==> config.mk <==
export PLATFORM = sky130hd
export DESIGN_NAME = uart_seg7_display
export DESIGN_NICKNAME = d
export VERILOG_FILES = /design/src/rtl/uart_seg7_display.sv
export SDC_FILE = /design/constraint.sdc
export NUM_CORES = 1
export LEC_CHECK = 0
export ABC_AREA = 1
export CAP_MARGIN = 40
export CORE_UTILIZATION = 50
export CTS_CLUSTER_DIAMETER = 60
export DETAILED_ROUTE_END_ITERATION = 8
export PLACE_DENSITY = 0.78
export SLEW_MARGIN = 25
export SYNTH_ARGS = -nofsm -noshare
export SYNTH_HDL_FRONTEND = slang
export SYNTH_SLANG_ARGS = --single-unit
export TNS_END_PERCENT = 10
==> constraint.sdc <==
create_clock -name clk -period 3.2 [get_ports clk]
set_input_delay 0.96 -clock clk [delete_from_list [all_inputs] [get_ports clk]]
set_output_delay 0.96 -clock clk [all_outputs]
set_load 0.05 [all_outputs]
==> src/rtl/uart_seg7_display.sv <==
// uart_seg7_display: turns received UART bytes into a 4-digit scrolling
// 7-segment readout with multiplexed scan and per-slot anti-ghost blanking.
module uart_seg7_display #(
    parameter int unsigned SCAN_DIV     = 30000,
    parameter int unsigned BLANK_CYCLES = 300,
    parameter bit          ACTIVE_LOW   = 1'b1
) (
    input  logic       clk,
    input  logic       reset,
    input  logic [7:0] rx_data,
    input  logic       rx_valid,
    output logic [6:0] seg,
    output logic [3:0] an,
    output logic [2:0] digit_count,
    output logic       byte_err
);

    localparam int unsigned CW         = (SCAN_DIV > 1) ? $clog2(SCAN_DIV) : 1;
    localparam logic [3:0]  CODE_DASH  = 4'd10;
    localparam logic [3:0]  CODE_BLANK = 4'hF;

    logic [3:0][3:0] digits, digits_n;
    logic [2:0]      count, count_n;
    logic            err, err_n;
    logic [CW-1:0]   scan_cnt, scan_cnt_n;
    logic [1:0]      scan_idx, scan_idx_n;
    logic [6:0]      seg_q, seg_n;
    logic [3:0]      an_q, an_n;
    logic            blanking;
    logic            slot_end;
    logic [3:0]      new_code;

    // Active-high gfedcba glyph for a buffer code; unknown codes show nothing.
    function automatic logic [6:0] glyph(input logic [3:0] code);
        logic [6:0] g;
        case (code)
            4'd0:    g = 7'h3F;
            4'd1:    g = 7'h06;
            4'd2:    g = 7'h5B;
            4'd3:    g = 7'h4F;
            4'd4:    g = 7'h66;
            4'd5:    g = 7'h6D;
            4'd6:    g = 7'h7D;
            4'd7:    g = 7'h07;
            4'd8:    g = 7'h7F;
            4'd9:    g = 7'h6F;
            4'd10:   g = 7'h40;
            default: g = 7'h00;
        endcase
        return g;
    endfunction

    // Byte decode: scroll in, delete, clear, ignore line endings, flag the rest.
    always_comb begin
        digits_n = digits;
        count_n  = count;
        err_n    = 1'b0;
        new_code = (rx_data == 8'h2D) ? CODE_DASH : rx_data[3:0];
        if (rx_valid) begin
            if ((rx_data >= 8'h30 && rx_data <= 8'h39) || rx_data == 8'h2D) begin
                digits_n = {digits[2:0], new_code};
                count_n  = (count == 3'd4) ? 3'd4 : count + 3'd1;
            end else if (rx_data == 8'h08) begin
                if (count != 3'd0) begin
                    digits_n = {CODE_BLANK, digits[3:1]};
                    count_n  = count - 3'd1;
                end
            end else if (rx_data == 8'h43 || rx_data == 8'h63) begin
                digits_n = {4{CODE_BLANK}};
                count_n  = 3'd0;
            end else if (rx_data == 8'h0D || rx_data == 8'h0A) begin
                digits_n = digits;
            end else begin
                err_n = 1'b1;
            end
        end
    end

    // Scan timing and the next registered segment/anode pattern.
    always_comb begin
        slot_end   = (scan_cnt == CW'(SCAN_DIV - 1));
        scan_cnt_n = slot_end ? '0 : scan_cnt + CW'(1);
        scan_idx_n = slot_end ? scan_idx + 2'd1 : scan_idx;
        blanking   = (32'(scan_cnt) < BLANK_CYCLES);
        an_n       = 4'b0000;
        seg_n      = 7'h00;
        if (!blanking) begin
            an_n  = 4'b0001 << scan_idx;
            seg_n = glyph(digits[scan_idx]);
        end
    end

    // State and output registers; reset forces the display dark immediately.
    always_ff @(posedge clk or posedge reset) begin
        if (reset) begin
            digits   <= {4{CODE_BLANK}};
            count    <= 3'd0;
            err      <= 1'b0;
            scan_cnt <= '0;
            scan_idx <= 2'd0;
            seg_q    <= 7'h00;
            an_q     <= 4'b0000;
        end else begin
            digits   <= digits_n;
            count    <= count_n;
            err      <= err_n;
            scan_cnt <= scan_cnt_n;
            scan_idx <= scan_idx_n;
            seg_q    <= seg_n;
            an_q     <= an_n;
        end
    end

    // Pin polarity for common-anode boards.
    assign seg         = seg_q ^ {7{ACTIVE_LOW}};
    assign an          = an_q ^ {4{ACTIVE_LOW}};
    assign digit_count = count;
    assign byte_err    = err;

endmodule

==> flow_metrics.tcl <==
set metrics [dict create \
    status "finished clean" \
    postSynthCellCount 416 \
    clock_path_buffers 2 \
    peakVddDrop_uv 209 \
    synth_area_leader_cell "dfrtp_1" \
    reg2reg_to "seg_q[5]" \
    boundaryPins 26 \
    slew_headroom_pct 62.0 \
    numCtsBuffers 5 \
    maxCapViolations 0 \
    area_growth_pct 12.9 \
    power.leakage_nw 1.77 \
    yosysSeqAreaShare_pct 39.8 \
    total_power_w 0.00148 \
    final_common_cell "nand2_1" \
    cts_setup_buffers 0 \
    wl_per_cell_um 11.2 \
    p_int_w 0.00103 \
    seqPwrFrac_pct 53.4 \
    cp-end-kind "output pin" \
    netlist_top_cells_area "dfrtp_1 26%, nand2_1 14%, dfstp_2 14%" \
    layout_common_cells "113 x nand2_1, 63 x inv_1, 60 x nor2_1" \
    cp_slowest_cell "clkdlybuf4s50_1" \
    postCtsHoldBufs 0 \
    crit_path_start "digit_count[0]" \
    cp.arrival_ns 1.59 \
    cp.depth 1 \
    reg2reg_slack_ns 1.30 \
    antenna_cells 0 \
    endpoint "digit_count[0]" \
    fmax_ghz 0.393 \
    routed_via_density 4.98 \
    finalCriticalPeriod_ns 2.55 \
    switching_share_pct 30.2 \
    max_slew.worst_pin.slew_ns 0.570 \
    global_route.usage.total_pct 20.7 \
    num_rows 28 \
    cts.htree.levels 2 \
    grt_pass1_wl_mm 10.6 \
    setup_viol 0 \
    path_clk_slew_ns 0.08 \
    max_stage_delay_ns 0.84 \
    syn_area_sq_um 3070 \
    crit_chain "clkdlybuf4s50_1" \
    clock-skew-final_ns 0.0105 \
    drive_above_1_share_pct 12.9 \
    gp_congestion 0.865 \
    coreArea_sq_um 5920 \
    cts_resized 0 \
    synth_top_area_share_pct 26.1 \
    path_buf_inv 1 \
    yosysWarnings 0 \
    p_comb_share_pct 20.0 \
    final_nets 466 \
    holdCritPathClass "flip-flop to flip-flop" \
    port_buffers 25 \
    worstSkewPairLatency_ns 0.30 \
    drtPass1Iterations 4 \
    synth_cell_type_count 28 \
    clock-root-buffer "clkbuf_8" \
    slew_violations 0 \
    wl_mm 5.77 \
    avgSynthCellArea_sq_um 7.37 \
    switchingPower_w 0.000446 \
    path_max_fanout 6 \
    drc 0 \
    pwr-share-clk_pct 26.6 \
    final.setup.tns_ns 0 \
    grt-ovfl-total 0 \
    ys_ff_latch 48 \
    grt_max_degree 28 \
    cts.sink_count 48 \
    fin_crit_sh_pct 79.6 \
    r2r_cells 9 \
    die_y_um 80.3 \
    vias 2577 \
    hpwl_mm 4.28 \
    path_class "flip-flop to output pin" \
    crit_family "buffers and inverters" \
    drt_iter0_drc 216 \
    antenna_found_initial 0 \
    syn_nets 441 \
    start_kind "flip-flop" \
    fillers 545 \
    cts_tree "built" \
    grt_pass1_vias 2463 \
    worstReg2RegStart "scan_idx[0]" \
    final_antenna_net_count 0 \
    die_area_sq_um 6450 \
    initial_utilization_pct 51.8 \
    critPathRequiredTime_ns 2.24 \
    grt_setup_unrepaired "false" \
    die_w_um 80.3 \
    cellPowerDensity_nw_per_um2 426 \
    hold_viol 0 \
]
registers in the layout, summed over array words and instances (netlist names):
register     cells
digits          16
scan_idx         2
seg_q            7
an_q             4
digit_count      3
byte_err         1
scan_cnt        15
power groups by stage:
stage          logic (W)  registers, W  clock network [W]
2_1_floorplan   0.000226      0.000777                  0
3_3_place_gp    0.000285      0.000797                  0
3_5_place_dp    0.000295      0.000798                  0
4_1_cts         0.000298      0.000787           0.000401
5_1_grt         0.000347      0.000798           0.000422
6_report        0.000295      0.000788           0.000393
area by class of cell:
cell class | instances | area (sq um) | area share (%)
clock buffer | 8 | 100 | 2.89
tap | 75 | 93.8 | 2.71
inverter | 70 | 263 | 7.58
sequential | 48 | 1220 | 35.2
multi-input combinational | 290 | 1520 | 43.8
timing repair buffer | 26 | 270 | 7.80
cell usage after synthesis (all sizes together):
master  count
o211ai      1
dfrtp      32
nor2       64
a21oi      17
nor3        9
ha         14
dfstp      16
o21ai       8
nand2     122
nand4       4
nand3b      1
nand3      39
inv        70
a31oi       1
xor2        8
mux2i       1
nor4        1
buf         8
through the flow:
step	setup slack [ns]	instances	util, %	hold slack, ns	instance area [sq um]
after floorplan	1.12	416	-	0.460	3070
after global placement	0.449	509	56.8	0.476	3360
after detailed placement	0.387	509	56.8	0.484	3360
after CTS	0.642	517	58.5	0.498	3460
after global routing	0.532	517	58.5	0.506	3460
final	0.653	517	58.5	0.495	3460
kinds of logic (layout without fill, tap and decap cells):
kind of cell             Yosys count  after routing  synth area share (%)
XOR/XNOR                           8              8                  2.28
adder cells (fa/ha/maj)           14             14                  5.71
multiplexers                       1              1                 0.326
AO/OA/AOI/OAI                     27             27                  4.53
AND/OR/NAND/NOR                  240            240                  36.6
flip-flops                        48             48                  39.8
buffers and inverters             78            104                  10.8
worst min-delay path by stage:
stage                from          to  cells past startpoint
5_1_grt        digits[12]  digits[12]                      2
2_1_floorplan   digits[2]   digits[2]                      2
3_3_place_gp    digits[9]   digits[9]                      2
3_5_place_dp   digits[12]  digits[12]                      2
6_report        digits[9]   digits[9]                      2
4_1_cts         digits[9]   digits[9]                      2
per-layer routing:
layer	global-route usage [%]	share of wire, %
met1	26.2	46
met2	36.2	49
met3	3.98	3.7
met4	5.36	0.85
met5	0	0
No activity file was read; power rests on OpenSTA's default activity.
